**src/rtl/seg7_scan_driver_pkg.sv**
```systemverilog
// Shared constants for the 7-segment scan driver: digit count, hex glyphs
// (active-high, bit0 = CA .. bit6 = CG) and the slot phase type.
package seg7_scan_driver_pkg;

   localparam int NUM_DIGITS = 8;

   localparam logic [6:0] SEG_0 = 7'h3F;
   localparam logic [6:0] SEG_1 = 7'h06;
   localparam logic [6:0] SEG_2 = 7'h5B;
   localparam logic [6:0] SEG_3 = 7'h4F;
   localparam logic [6:0] SEG_4 = 7'h66;
   localparam logic [6:0] SEG_5 = 7'h6D;
   localparam logic [6:0] SEG_6 = 7'h7D;
   localparam logic [6:0] SEG_7 = 7'h07;
   localparam logic [6:0] SEG_8 = 7'h7F;
   localparam logic [6:0] SEG_9 = 7'h6F;
   localparam logic [6:0] SEG_A = 7'h77;
   localparam logic [6:0] SEG_B = 7'h7C;
   localparam logic [6:0] SEG_C = 7'h39;
   localparam logic [6:0] SEG_D = 7'h5E;
   localparam logic [6:0] SEG_E = 7'h79;
   localparam logic [6:0] SEG_F = 7'h71;

   typedef enum logic {
      PHASE_BLANK = 1'b0,
      PHASE_ON    = 1'b1
   } phase_e;

endpackage

```
**src/rtl/seg7_scan_driver_if.sv**
```systemverilog
// Bundle between the 7-seg register block (master) and the scan driver (slave):
// nibble/enable/dp inputs one way, board pins and frame_start the other.
interface seg7_scan_driver_if
   import seg7_scan_driver_pkg::*;
();

   logic [4*NUM_DIGITS-1:0] display;
   logic [NUM_DIGITS-1:0]   digit_enable;
   logic [NUM_DIGITS-1:0]   dp;
   logic [NUM_DIGITS-1:0]   anode;
   logic [6:0]              cathode;
   logic                    dp_pin;
   logic                    frame_start;

   modport master (
      output display, digit_enable, dp,
      input  anode, cathode, dp_pin, frame_start
   );

   modport slave (
      input  display, digit_enable, dp,
      output anode, cathode, dp_pin, frame_start
   );

endinterface

```
**src/rtl/seg7_scan_driver_hex_decode.sv**
```systemverilog
// Combinational hex nibble to active-high 7-segment glyph; shared with other
// display blocks.
module seg7_scan_driver_hex_decode
   import seg7_scan_driver_pkg::*;
(
   input  logic [3:0] nibble_i,
   output logic [6:0] seg_o
);

   always_comb begin
      seg_o = SEG_0;
      case (nibble_i)
         4'h0:    seg_o = SEG_0;
         4'h1:    seg_o = SEG_1;
         4'h2:    seg_o = SEG_2;
         4'h3:    seg_o = SEG_3;
         4'h4:    seg_o = SEG_4;
         4'h5:    seg_o = SEG_5;
         4'h6:    seg_o = SEG_6;
         4'h7:    seg_o = SEG_7;
         4'h8:    seg_o = SEG_8;
         4'h9:    seg_o = SEG_9;
         4'hA:    seg_o = SEG_A;
         4'hB:    seg_o = SEG_B;
         4'hC:    seg_o = SEG_C;
         4'hD:    seg_o = SEG_D;
         4'hE:    seg_o = SEG_E;
         default: seg_o = SEG_F;
      endcase
   end

endmodule

```
**src/rtl/seg7_scan_driver.sv**
```systemverilog
// Time-multiplexed 8-digit 7-segment driver: scans one digit per slot, blanks
// the start of each slot against ghosting, and snapshots its inputs once per frame.
module seg7_scan_driver
   import seg7_scan_driver_pkg::*;
#(
   parameter int DIGIT_CYCLES = 100000,
   parameter int BLANK_CYCLES = 1000,
   parameter int ACTIVE_LOW   = 1
) (
   input  logic             clk,
   input  logic             reset,
   seg7_scan_driver_if.slave bus
);

   localparam int CW = $clog2(DIGIT_CYCLES);
   localparam int SW = $clog2(NUM_DIGITS);
   localparam logic [CW-1:0] CNT_LAST = CW'(DIGIT_CYCLES - 1);
   localparam logic          PIN_INV  = (ACTIVE_LOW != 0);

   if (DIGIT_CYCLES < 2) begin : g_bad_digit_cycles
      $error("seg7_scan_driver: DIGIT_CYCLES must be >= 2");
   end
   if (BLANK_CYCLES < 0 || BLANK_CYCLES >= DIGIT_CYCLES) begin : g_bad_blank_cycles
      $error("seg7_scan_driver: BLANK_CYCLES must be in 0..DIGIT_CYCLES-1");
   end
   if (ACTIVE_LOW != 0 && ACTIVE_LOW != 1) begin : g_bad_active_low
      $error("seg7_scan_driver: ACTIVE_LOW must be 0 or 1");
   end

   logic [CW-1:0]           cnt_q, cnt_d;
   logic [SW-1:0]           slot_q, slot_d;
   logic [4*NUM_DIGITS-1:0] disp_q;
   logic [NUM_DIGITS-1:0]   de_q, dp_q;
   logic [NUM_DIGITS-1:0]   anode_q, anode_d;
   logic [6:0]              cathode_q, cathode_d;
   logic                    dp_pin_q, dp_pin_d;
   logic                    frame_start_q;

   logic                    snap;
   logic                    cnt_wrap;
   logic [4*NUM_DIGITS-1:0] disp_eff;
   logic [NUM_DIGITS-1:0]   de_eff, dp_eff;
   logic [3:0]              nibble;
   logic [6:0]              seg;
   logic                    lit;
   phase_e                  phase;

   assign snap     = (slot_q == '0) && (cnt_q == '0);
   assign cnt_wrap = (cnt_q == CNT_LAST);
   assign cnt_d    = cnt_wrap ? '0 : cnt_q + 1'b1;
   assign slot_d   = cnt_wrap ? slot_q + 1'b1 : slot_q;

   // On the snapshot cycle the shadows are still stale, so look through to the inputs.
   assign disp_eff = snap ? bus.display      : disp_q;
   assign de_eff   = snap ? bus.digit_enable : de_q;
   assign dp_eff   = snap ? bus.dp           : dp_q;

   if (BLANK_CYCLES == 0) begin : g_no_blank
      assign phase = PHASE_ON;
   end else begin : g_blank
      localparam logic [CW-1:0] BLANK_LEN = CW'(BLANK_CYCLES);
      assign phase = (cnt_q < BLANK_LEN) ? PHASE_BLANK : PHASE_ON;
   end

   assign nibble = disp_eff[{slot_q, 2'b00} +: 4];

   seg7_scan_driver_hex_decode u_decode (
      .nibble_i (nibble),
      .seg_o    (seg)
   );

   // A disabled digit still owns its slot but keeps every pin inactive.
   assign lit       = (phase == PHASE_ON) && de_eff[slot_q];
   assign anode_d   = (lit ? ({{(NUM_DIGITS-1){1'b0}}, 1'b1} << slot_q) : '0)
                      ^ {NUM_DIGITS{PIN_INV}};
   assign cathode_d = (lit ? seg : 7'h00) ^ {7{PIN_INV}};
   assign dp_pin_d  = (lit && dp_eff[slot_q]) ^ PIN_INV;

   always_ff @(posedge clk) begin
      if (reset) begin
         cnt_q         <= '0;
         slot_q        <= '0;
         disp_q        <= '0;
         de_q          <= '0;
         dp_q          <= '0;
         anode_q       <= {NUM_DIGITS{PIN_INV}};
         cathode_q     <= {7{PIN_INV}};
         dp_pin_q      <= PIN_INV;
         frame_start_q <= 1'b0;
      end else begin
         cnt_q         <= cnt_d;
         slot_q        <= slot_d;
         if (snap) begin
            disp_q <= bus.display;
            de_q   <= bus.digit_enable;
            dp_q   <= bus.dp;
         end
         anode_q       <= anode_d;
         cathode_q     <= cathode_d;
         dp_pin_q      <= dp_pin_d;
         frame_start_q <= snap;
      end
   end

   assign bus.anode       = anode_q;
   assign bus.cathode     = cathode_q;
   assign bus.dp_pin      = dp_pin_q;
   assign bus.frame_start = frame_start_q;

endmodule

```
**src/flat_wrapper.sv**
```systemverilog
// flat-port wrapper written by rule: the top's interface ports become plain ports
module seg7_scan_driver_flat import seg7_scan_driver_pkg::*;
#(
   parameter int DIGIT_CYCLES = 100000,
   parameter int BLANK_CYCLES = 1000,
   parameter int ACTIVE_LOW   = 1
)
  (clk, reset, bus_display, bus_digit_enable, bus_dp, bus_anode, bus_cathode, bus_dp_pin, bus_frame_start);
  seg7_scan_driver_if bus_i ();
  input  logic clk;
  input  logic reset;
  input wire logic [$bits(bus_i.display)-1:0] bus_display;
  input wire logic [$bits(bus_i.digit_enable)-1:0] bus_digit_enable;
  input wire logic [$bits(bus_i.dp)-1:0] bus_dp;
  output wire logic [$bits(bus_i.anode)-1:0] bus_anode;
  output wire logic [$bits(bus_i.cathode)-1:0] bus_cathode;
  output wire logic [$bits(bus_i.dp_pin)-1:0] bus_dp_pin;
  output wire logic [$bits(bus_i.frame_start)-1:0] bus_frame_start;
  assign bus_i.display = bus_display;
  assign bus_i.digit_enable = bus_digit_enable;
  assign bus_i.dp = bus_dp;
  assign bus_anode = bus_i.anode;
  assign bus_cathode = bus_i.cathode;
  assign bus_dp_pin = bus_i.dp_pin;
  assign bus_frame_start = bus_i.frame_start;
  seg7_scan_driver #(.DIGIT_CYCLES(DIGIT_CYCLES), .BLANK_CYCLES(BLANK_CYCLES), .ACTIVE_LOW(ACTIVE_LOW)) u_core (.clk(clk), .reset(reset), .bus(bus_i));
endmodule
```
**config.mk**
```make
export PLATFORM = sky130hd
export DESIGN_NAME = seg7_scan_driver_flat
export DESIGN_NICKNAME = d
export VERILOG_FILES = /design/src/rtl/seg7_scan_driver_pkg.sv /design/src/rtl/seg7_scan_driver_if.sv /design/src/rtl/seg7_scan_driver_hex_decode.sv /design/src/rtl/seg7_scan_driver.sv /design/src/flat_wrapper.sv
export SDC_FILE = /design/constraint.sdc
export NUM_CORES = 1
export LEC_CHECK = 0
export ABC_AREA = 1
export ABC_CLOCK_PERIOD_IN_PS = 7250
export CORE_MARGIN = 2
export CORE_UTILIZATION = 45
export DETAILED_ROUTE_END_ITERATION = 10
export DONT_BUFFER_PORTS = 1
export GPL_TIMING_DRIVEN = 0
export PLACE_DENSITY_LB_ADDON = 0.2
export RECOVER_POWER = 100
export SLEW_MARGIN = 30
export SYNTH_ARGS = -nofsm -noshare
export SYNTH_HDL_FRONTEND = slang
export SYNTH_SLANG_ARGS = --single-unit
```
**constraint.sdc**
```tcl
create_clock -name clk -period 7.25 [get_ports clk]
set_clock_uncertainty 0.2 [all_clocks]
set_input_delay 0.3625 -clock clk [delete_from_list [all_inputs] [get_ports clk]]
set_output_delay 0.3625 -clock clk [all_outputs]
set_load 0.02 [all_outputs]
```
Yosys cells after proc, flatten, opt, wreduce, memory -nomap -nowiden
Memory sizes are Yosys's and may differ from the RTL's.
Cells that the tools add are included.
{"block": "word_totals", "word_cells": 36, "memories": 1, "rom_bits": 112, "ff_bits": 85, "in_bits": 50, "output_inout_bits": 17}
{"block": "classes", "n_shift": 2, "order_cmp": 2, "muxes": 10, "reduce_logical": 6, "bitwise_logic": 3, "n_eq_ne": 1, "n_addsub": 2}
{"memory": "(name not given)", "depth": 16, "width": 7, "rd": 1, "rd_clocked_by_memory_dff": 0, "write_ports": 0, "line": "seg7_scan_driver_hex_decode.sv:12", "rtl": "case (nibble_i)"}
{"operator": "$mux W32", "n": 1}
{"operator": "$shiftx A32 B6 Y4", "n": 1}
{"operator": "$mux W8", "n": 3}
{"operator": "$add A17 B1 Y17 const B", "n": 1}
{"operator": "$eq A17 B17 Y1 const B", "n": 1}
{"operator": "$logic_not A17 Y1", "n": 1}
{"operator": "$lt A17 B10 Y1 const B", "n": 1}
{"operator": "$not A8 Y8", "n": 1}
{"operator": "$shl A1 B3 Y8 const A", "n": 1}
{"operator": "$mux W7", "n": 1}
{"operator": "$not A7 Y7", "n": 1}
{"operator": "$bmux W1 S3", "n": 2}
{"operator": "$lt A3 B4 Y1 const B", "n": 1}
{"operator": "$add A3 B1 Y3 const B", "n": 1}
{"operator": "$logic_and A1 B1 Y1", "n": 3}
{"operator": "$logic_not A3 Y1", "n": 1}
{"operator": "$mux W1", "n": 3}
{"operator": "$reduce_or A2 Y1", "n": 1}
{"operator": "$not A1 Y1", "n": 1}

Logic depth before layout (Yosys ltp)
Gate-level depths: netlist (run 1).
{"block": "depth", "ltp_word": 8, "depth_mapped": 24}

Hierarchy
From an unflattened synthesis (run 1), not the netlist that was laid out.
{"block": "unflattened", "cells_unflattened": 652, "area_unflattened_um2": 4443.0}
{"mod": "seg7_scan_driver", "n_inst": 1, "cells_each": 600, "seq_area_each_um2": 1701.6, "area_per_inst_um2": 4172.8}
{"mod": "seg7_scan_driver_hex_decode", "n_inst": 1, "cells_each": 52, "seq_area_each_um2": 0.0, "area_per_inst_um2": 270.3}

Worst setup path after synthesis (run 1)
No wires, ideal clock.
{"block": "synth_path", "path_kind": "reg2reg", "from": "reg u_core.slot_q[0]", "to": "reg u_core.cathode_q[0] (netlist: u_core.bus.cathode[0])", "setup_time_ns": 0.120, "required_ns": 6.930, "path_slack_ns": 4.092, "stages_incl_launch_ff": 23, "arrival_ns": 2.838, "cell_sequence": "dfxtp_1 clkbuf_1 inv_2 clkbuf_1 ha_1 inv_1 nor2_4 nand2_2 nor2_8 nand3_4 buf_6 buf_6 nand2_1 nand3_1 nand3_1 nand3_1 nand2_2 inv_2 ha_1 inv_1 nand3_1 nand3_1 nand3_1"}
{"block": "synth_between", "elab_chain_cells": 8, "elab_cells_between_ends": 11}
{"item": "start, declared", "line": "seg7_scan_driver.sv:31", "rtl": "logic [SW-1:0] slot_q, slot_d;"}
{"item": "start signal, assigned", "line": "seg7_scan_driver.sv:92", "rtl": "slot_q <= slot_d;"}
{"item": "parallel branches: the longest is 6 deep, another holds $mem_v2 Z16 W7"}
{"item": "$mux W7 (*)", "line": "seg7_scan_driver.sv:76", "rtl": "assign cathode_d = (lit ? seg : 7'h00) ^ {7{PIN_INV}};"}
{"item": "$not A7 Y7 (no line) (*)"}
{"item": "end signal, assigned", "line": "seg7_scan_driver.sv:87", "rtl": "cathode_q <= {7{PIN_INV}};"}
{"item": "end signal, assigned", "line": "seg7_scan_driver.sv:99", "rtl": "cathode_q <= cathode_d;"}
{"item": "end, declared", "line": "seg7_scan_driver.sv:35", "rtl": "logic [6:0] cathode_q, cathode_d;"}
Every way passes the cells marked *. The select of a mux whose other input is x is not followed.
A chain may end at the register's enable or synchronous reset.

Final worst setup path (run 1)
Same ends and word-level chain as after synthesis.

==> results of run 1 <==
metrics by stage:
step,utilization (%),hold WS (ns),instances
final,50.44,0.01744,721
after global routing,50.44,0.01076,721
after CTS,51.39,0.001041,720
after detailed placement,47.20,0.2564,683
after global placement,47.20,0.2469,683
after floorplan,-,0.2300,572
path summary, 6_finish.rpt:
kind / from / endpoint / cells after the start / slack [ns]
hold reg to reg: u_core.cnt_q[0]$_SDFF_PP0_ / u_core.cnt_q[0]$_SDFF_PP0_ / 1 / 0.27
setup reg to reg: u_core.slot_q[0]$_SDFFE_PP0P_ / u_core.bus.cathode[0]$_SDFF_PP1_ / 22 / 2.06
hold / removal: bus_display[30] / u_core.disp_q[30]$_SDFF_PP0_ / 2 / 0.02
setup / recovery: u_core.slot_q[0]$_SDFFE_PP0P_ / u_core.bus.cathode[0]$_SDFF_PP1_ / 22 / 2.06
registers in the layout, indices dropped and copies added, names as in the netlist:
name / cells
u_core.cnt_q: 17
u_core.bus.cathode: 7
u_core.bus.anode: 8
u_core.de_q: 8
u_core.disp_q: 32
u_core.bus.frame_start: 1
u_core.slot_q: 3
u_core.dp_q: 8
u_core.bus.dp_pin: 1
logic make-up (layout without fill, tap and decap cells):
logic type                 after synthesis  in the layout  share of synthesized area, %
buffers and inverters                   82            120                         9.143
DFF                                     85             85                         40.90
adders and majority gates               14             14                         4.211
and+or+nand+nor                        330            330                         37.50
xor gates and xnor gates                 6              6                         1.263
AOI/OAI and AO/OA                       55             55                         6.977
worst reg2reg max path: cells and delay by family (launching register included):
kind	cells	cell delay (ns)
buf+inv	8	2.00
fa+ha+maj	2	0.57
simple gates	12	1.98
flops	1	0.33
layout by cell type (no fill, tap or decap), types with 2 or more instances in the layout:
| cell type | count |
|---|---|
| nand2_1 | 127 |
| dfxtp_1 | 85 |
| nand3_1 | 80 |
| nor2_1 | 64 |
| inv_1 | 52 |
| a21oi_1 | 33 |
| clkbuf_1 | 22 |
| dlygate4sd3_1 | 22 |
| nand4_1 | 20 |
| o21ai_0 | 17 |
| ha_1 | 14 |
| nor3_1 | 11 |
| clkbuf_8 | 11 |
| nand2_2 | 8 |
| buf_2 | 7 |
| xor2_1 | 6 |
| or2_2 | 3 |
| nor3b_1 | 3 |
| o31ai_1 | 3 |
| or2_4 | 2 |
| nor4_1 | 2 |
| nand3_2 | 2 |
| nand3b_1 | 2 |
layer usage:
layer / part of all wire (%) / track usage (%) / wire length [um] / vias up
li1: - / - / - / 1933
met1: 46 / 30.31 / 4866 / 1770
met2: 45 / 34.43 / 4786 / 110
met3: 7.7 / 5.571 / 821 / 14
met4: 1.4 / 6.639 / 148 / 0
met5: 0 / 0 / 0 / -
timing repair:
item	in CTS	in global routing
setup buffers	0	0
hold endpoints to repair	21	1
hold buffers	21	1
setup endpoints to repair	0	0
cell usage after synthesis (3+ instances only):
cell type,count,share of area (%)
nand2_1,126,11
inv_2,4,0.36
nor3b_1,3,0.54
nand3_1,78,9.4
buf_6,8,2.2
o31ai_1,3,0.54
nor3_1,11,1.3
clkbuf_1,11,0.99
nand3_2,3,0.72
xor2_1,6,1.3
nand4_1,20,3.0
dfxtp_1,85,41
or2_2,3,0.45
ha_1,14,4.2
o21ai_0,7,0.84
nand2_2,9,1.4
inv_1,49,4.4
a21oi_1,33,4.0
nor2_1,62,5.6
buf_2,7,0.84
o21ai_1,10,1.2
power groups by stage:
stage	clock (mW)	sequential, mW	combinational, mW
3_5_place_dp	0	0.516	0.183
6_report	0.306	0.505	0.185
5_1_grt	0.336	0.509	0.211
3_3_place_gp	0	0.516	0.179
2_1_floorplan	0	0.514	0.147
4_1_cts	0.314	0.505	0.194
final cells by class:
class | instances | area [sq um] | area share (%)
Sequential cell | 85 | 1702 | 37.04
Buffer | 28 | 125.1 | 2.723
Tap cell | 111 | 138.9 | 3.023
Clock inverter | 1 | 5.005 | 0.1089
Clock buffer | 15 | 166.4 | 3.622
Inverter | 54 | 202.7 | 4.412
Multi-Input combinational cell | 405 | 2034 | 44.28
Timing Repair Buffer | 22 | 220.2 | 4.793
==> metrics.md, run 1 <==
| Metric | Value |
|---|---|
| Width of the chip | 100.2 um |
| Post-Syn Instances | 572 |
| CTS tree | built |
| Vias in the first global route | 3671 |
| Detailed Place HPWL | 7573 um |
| Place WS | 3.180 ns |
| Initial antenna violation count | 0 |
| Drt wl/cell | 14.73 um |
| Crit path max fanout | 11 |
| DIE AREA | 0.01003 sq mm |
| Via count | 3827 |
| Switching share of total power | 29.31% |
| H-tree Lvls | 3 |
| GR Util All Layers | 22.11% |
| Netlist cell types | 36 |
| CTS Buf Count | 9 |
| VDD IR max | 0.0001072 V |
| Post-synth EDFFs | 0 |
| Psw | 292.0 uW |
| Fill cells | 953 |
| P_leak | 2.003 nW |
| Net Count, Synth | 636 |
| Worst min-delay path class | input pin to flop |
| Buf/Inv on CP | 8 |
| Fin nets | 669 |
| CP delay by family, top | buffers and inverters |
| Slew @ Worst Pin | 0.6531 ns |
| FFs w/ async S/R, synth | 0% |
| Die height | 100.2 um |
| First-pass GRT wire length | 17530 um |
| Cells along the critical path | clkbuf_1 -> inv_1 -> clkbuf_1 -> ha_1 -> inv_1 -> nor2_1 -> nand2_2 -> nor2_1 -> nand3_1 -> clkbuf_1 -> clkbuf_1 -> nand2_1 -> nand3_1 -> nand3_1 -> nand3_1 -> nand2_1 -> inv_1 -> ha_1 -> inv_1 -> nand3_1 -> nand3_1 -> nand3_1 |
| Synth warnings | 0 |
| RSZ-0062 raised after global routing | false |
| Fmax | 192.8 MHz |
| Clk_lat worst skew | 0.36 ns |
| Wirelength, routed | 10620 um |
| Min Tclk post-route | 5.188 ns |
| Fin Setup TNS | 0 ns |
| Slew Limit Headroom | 56.46% |
| Final Cycle Share | 71.56% |
| Logic pwr share | 18.6% |
| Starting Density | 45.67% |
| Port Buffers | 0 |
| CTS root buf | clkbuf_8 |
| Final setup viols | 0 |
| Clock tree buffer depth | 2 |
| Clock Power Share | 30.7% |
| Seq cells post-synth | 85 |
| Overall power | 996.0 uW |
| Post-CTS resize count | 0 |
| CTS clk-pin slew, worst paths | 0.08 ns |
| Post-Syn Area per Cell | 7.273 sq um |
| Setup CP Type | flop to flop |
| CP Data Arrival Time | 5.22 ns |
| I/O pin count | 67 |
| Gpl congestion | 0.8111 |
| Area grow syn2layout | 10.44% |
| Worst Setup End Kind | flop |
| DRC viols | 0 |
| Sequential share of the synthesized area | 40.90% |
| 1st-pass router iterations | 5 |
| Initial drt markers | 191 |
| Final instance area | 0.004594 sq mm |
| Synthesized area | 0.004160 sq mm |
| Rows | 35 |
| Clock Sink Count | 85 |
| Largest net degree at the start of global routing | 13 |
| Crit-path max cell delay | 0.54 ns |
| Int Pwr | 704.1 uW |
| Final worst slack | 2.062 ns |
| Power Dens Cells | 216.8 mW/mm^2 |
| Final hold vios | 0 |
| Diodes inserted | 0 |
| Sequential share of power | 50.7% |
| Max_cap viols | 0 |
| Outcome | completed |
| Crit start category | flop |
| Layout cells sized above 1 | 6.721% |
| Worst endpoint required time | 7.28 ns |
| Grt total ovfl | 0 |
| Fin. max-slew vios | 0 |
| Average vias per placed instance | 5.308 |
| Synth Flop Type | dfxtp_1 |
| Post-DRT Antenna Nets | 0 |
| Core Region | 0.009109 sq mm |
| Slowest-stage cell, CP | clkbuf_1 |
| Most frequent cell on the critical path | nand3_1 |
| Post-DP Area | 0.004299 sq mm |
Note: power is estimated with default switching activity, not from simulation.
==> inputs of run 2 (changes only) <==
--- a/config.mk
+++ b/config.mk
@@ -6,7 +6,7 @@
 export NUM_CORES = 1
 export LEC_CHECK = 0
 export ABC_AREA = 1
-export ABC_CLOCK_PERIOD_IN_PS = 7250
+export ABC_CLOCK_PERIOD_IN_PS = 5000
 export CORE_MARGIN = 2
 export CORE_UTILIZATION = 45
 export DETAILED_ROUTE_END_ITERATION = 10
==> constraint.sdc (replaced) <==
create_clock -name clk -period 5 [get_ports clk]
set_clock_uncertainty 0.2 [all_clocks]
set_input_delay 0.25 -clock clk [delete_from_list [all_inputs] [get_ports clk]]
set_output_delay 0.25 -clock clk [all_outputs]
set_load 0.02 [all_outputs]
==> metrics.md, run 2 (synthesis gave the netlist of run 1 again) <==
| Metric | Value |
|---|---|
| GR Util All Layers | 22.65% (+0.54 points) |
| Reg area | 0.001702 sq mm (unchanged) |
| 1st-pass router iterations | 5 (unchanged) |
| Wirelength, routed | 10860 um (+2.2%) |
| DRC viols | 0 (unchanged) |
| Fill cells | 911 (-4.4%) |
| Max_cap viols | 0 (unchanged) |
| Multi-input gate area | 0.002056 sq mm (+1.0%) |
| Worst Setup End Kind | flop |
| Vias in the first global route | 3788 (+3.2%) |
| DIE AREA | 0.01003 sq mm (unchanged) |
| VDD IR max | 0.0001583 V (+48%) |
| Diodes inserted | 0 (unchanged) |
| Crit-path max cell delay | 0.54 ns (about the same) |
| Average vias per placed instance | 5.289 (-0.35%) |
| Die height | 100.2 um (unchanged) |
| Post-DRT Antenna Nets | 0 (unchanged) |
| Initial antenna violation count | 0 (unchanged) |
| Largest net degree at the start of global routing | 13 (unchanged) |
| CTS clk-pin slew, worst paths | 0.08 ns (about the same) |
| Slowest-stage cell, CP | clkbuf_1 |
| Commonest non-fill, non-tap cell in the layout | nand2_1 |
| CP Data Arrival Time | 4.37 ns (-0.85 ns) |
| Final Cycle Share | 86.69% (+15 points) |
| I/O pin count | 67 (unchanged) |
| Cells along the critical path | clkbuf_1 -> inv_1 -> clkbuf_1 -> ha_1 -> inv_1 -> nor2_4 -> nand2_2 -> nor2_8 -> nand3_1 -> buf_6 -> buf_6 -> nand2_1 -> nand3_1 -> nand3_1 -> nand3_1 -> nand2_2 -> inv_2 -> ha_1 -> inv_1 -> nand3_1 -> nand3_1 -> nand3_1 |
| Crit start category | flop |
| Fin nets | 695 (+3.9%) |
| Min Tclk post-route | 4.334 ns (-0.8536 ns) |
| Initial drt markers | 151 (-21%) |
| First-pass GRT wire length | 18030 um (+2.8%) |
| Min-delay src | reset |
| Grt total ovfl | 0 (unchanged) |
| Layout cells sized above 1 | 7.547% (+0.83 points) |
| Most frequent cells in the layout | nand2_1, dfxtp_1, nand3_1 |
| Post-CTS resize count | 0 (unchanged) |
| Overall power | 1.478 mW (+48%) |
| Final hold vios | 0 (unchanged) |
| Biggest regs | u_core.disp_q: 32 flops, u_core.cnt_q: 17 flops |
| Largest Register | u_core.disp_q |
| CTS tree | built |
| H-tree Lvls | 3 (unchanged) |
| Core Region | 0.009109 sq mm (unchanged) |
| Area grow syn2layout | 18.29% |
| Worst endpoint required time | 5.04 ns (-2.24 ns) |
| Most frequent cell on the critical path | nand3_1 |
| Setup CP Type | flop to flop |
| Final setup viols | 0 (unchanged) |
| CTS Buf Count | 9 (unchanged) |
| Port Buffers | 0 (unchanged) |
| Detailed Place HPWL | 7573 um (unchanged) |
| Fmax | 230.7 MHz (+20%) |
| CTS root buf | clkbuf_8 |
| Starting Density | 45.67% (unchanged) |
| Outcome | completed |
| Rows | 35 (unchanged) |
| Drt wl/cell | 14.54 um (-1.3%) |
| Power Dens Cells | 300.3 mW/mm^2 (+39%) |
| Fin. max-slew vios | 0 (unchanged) |
| Via count | 3951 (+3.2%) |
| Worst min-delay path class | input pin to flop |
| Clock Sink Count | 85 (unchanged) |
| P_leak | 2.152 nW (+7.4%) |
| Slew @ Worst Pin | 0.6482 ns (-0.004847 ns) |
| Crit. Startpoint | u_core.slot_q[0]$_SDFFE_PP0P_ |
| Gpl congestion | 0.8111 (unchanged) |
| Clock tree buffer depth | 2 (unchanged) |
| Clk_lat worst skew | 0.36 ns (about the same) |
| Reg-to-reg startpoint | u_core.slot_q[0]$_SDFFE_PP0P_ |
| Fin Setup TNS | 0 ns (unchanged) |
| Slew Limit Headroom | 56.79% (+0.32 points) |
| RSZ-0062 raised after global routing | false |
| Crit path max fanout | 11 (unchanged) |
| Width of the chip | 100.2 um (unchanged) |
| Max FFs per register | 32 (unchanged) |
-- run 2: cell count changes in the layout (fill, tap and decap cells not counted), sizes merged --
cell         previous run  this run
clkbuf                 33        27
buf                    10        16
dlygate4sd3            22        48
-- run 2: layer usage --
layer / global-route usage [%] / wire, um
met3: 4.805 / 622
met5: 0 / 0
met1: 30.79 / 5119
met2: 36.04 / 4958
met4: 7.271 / 159
-- run 2: worst paths after layout --
check | cells after the start | slack [ns] | endpoint
hold reg to reg | 1 | 0.27 | u_core.cnt_q[0]$_SDFF_PP0_
setup reg to reg | 22 | 0.67 | u_core.bus.cathode[0]$_SDFF_PP1_
hold / removal | 4 | 0.23 | u_core.slot_q[2]$_SDFFE_PP0P_
setup / recovery | 22 | 0.67 | u_core.bus.cathode[0]$_SDFF_PP1_
-- run 2: cell type report --
| class | count | share of cell area, % |
|---|---|---|
| Multi-Input combinational cell | 405 | 41.77 |
| Sequential cell | 85 | 34.58 |
| Timing Repair Buffer | 48 | 9.764 |
| Inverter | 54 | 4.119 |
| Buffer | 28 | 3.458 |
| Clock buffer | 15 | 3.382 |
| Tap cell | 111 | 2.822 |
| Clock inverter | 1 | 0.1017 |
-- run 2: power by group --
part	internal [mW]	leakage [nW]	switching, mW
combinational	0.116	1.37	0.181
sequential	0.720	0.697	0.0128
clock	0.208	0.0877	0.239
-- run 2: per-stage QoR --
| stage | cells | area (sq um) | hold WS (ns) | setup slack (ns) | util [%] |
|---|---|---|---|---|---|
| after floorplan | 572 | 4160 | 0.1937 | 1.842 | - |
| after global placement | 683 | 4299 | 0.2019 | 1.010 | 47.20 |
| after detailed placement | 683 | 4299 | 0.2071 | 0.9296 | 47.20 |
| after CTS | 747 | 4951 | 0.2185 | 0.9162 | 54.35 |
| after global routing | 747 | 4921 | 0.2760 | 0.3047 | 54.02 |
| final | 747 | 4921 | 0.2286 | 0.6656 | 54.02 |
-- run 2: worst max-delay path: cells and delay by family (launching register included) --
family | cells | cell delay (ns)
flip-flops | 1 | 0.33
buffers and inverters | 8 | 1.70
adder cells (fa/ha/maj) | 2 | 0.55
AND/OR/NAND/NOR | 12 | 1.42
-- run 2: repair_timing --
action / 4_1_cts / 5_1_grt
setup buffers: 0 / 0
hold buffers: 48 / 0
endpoints found under the hold margin: 48 / 0
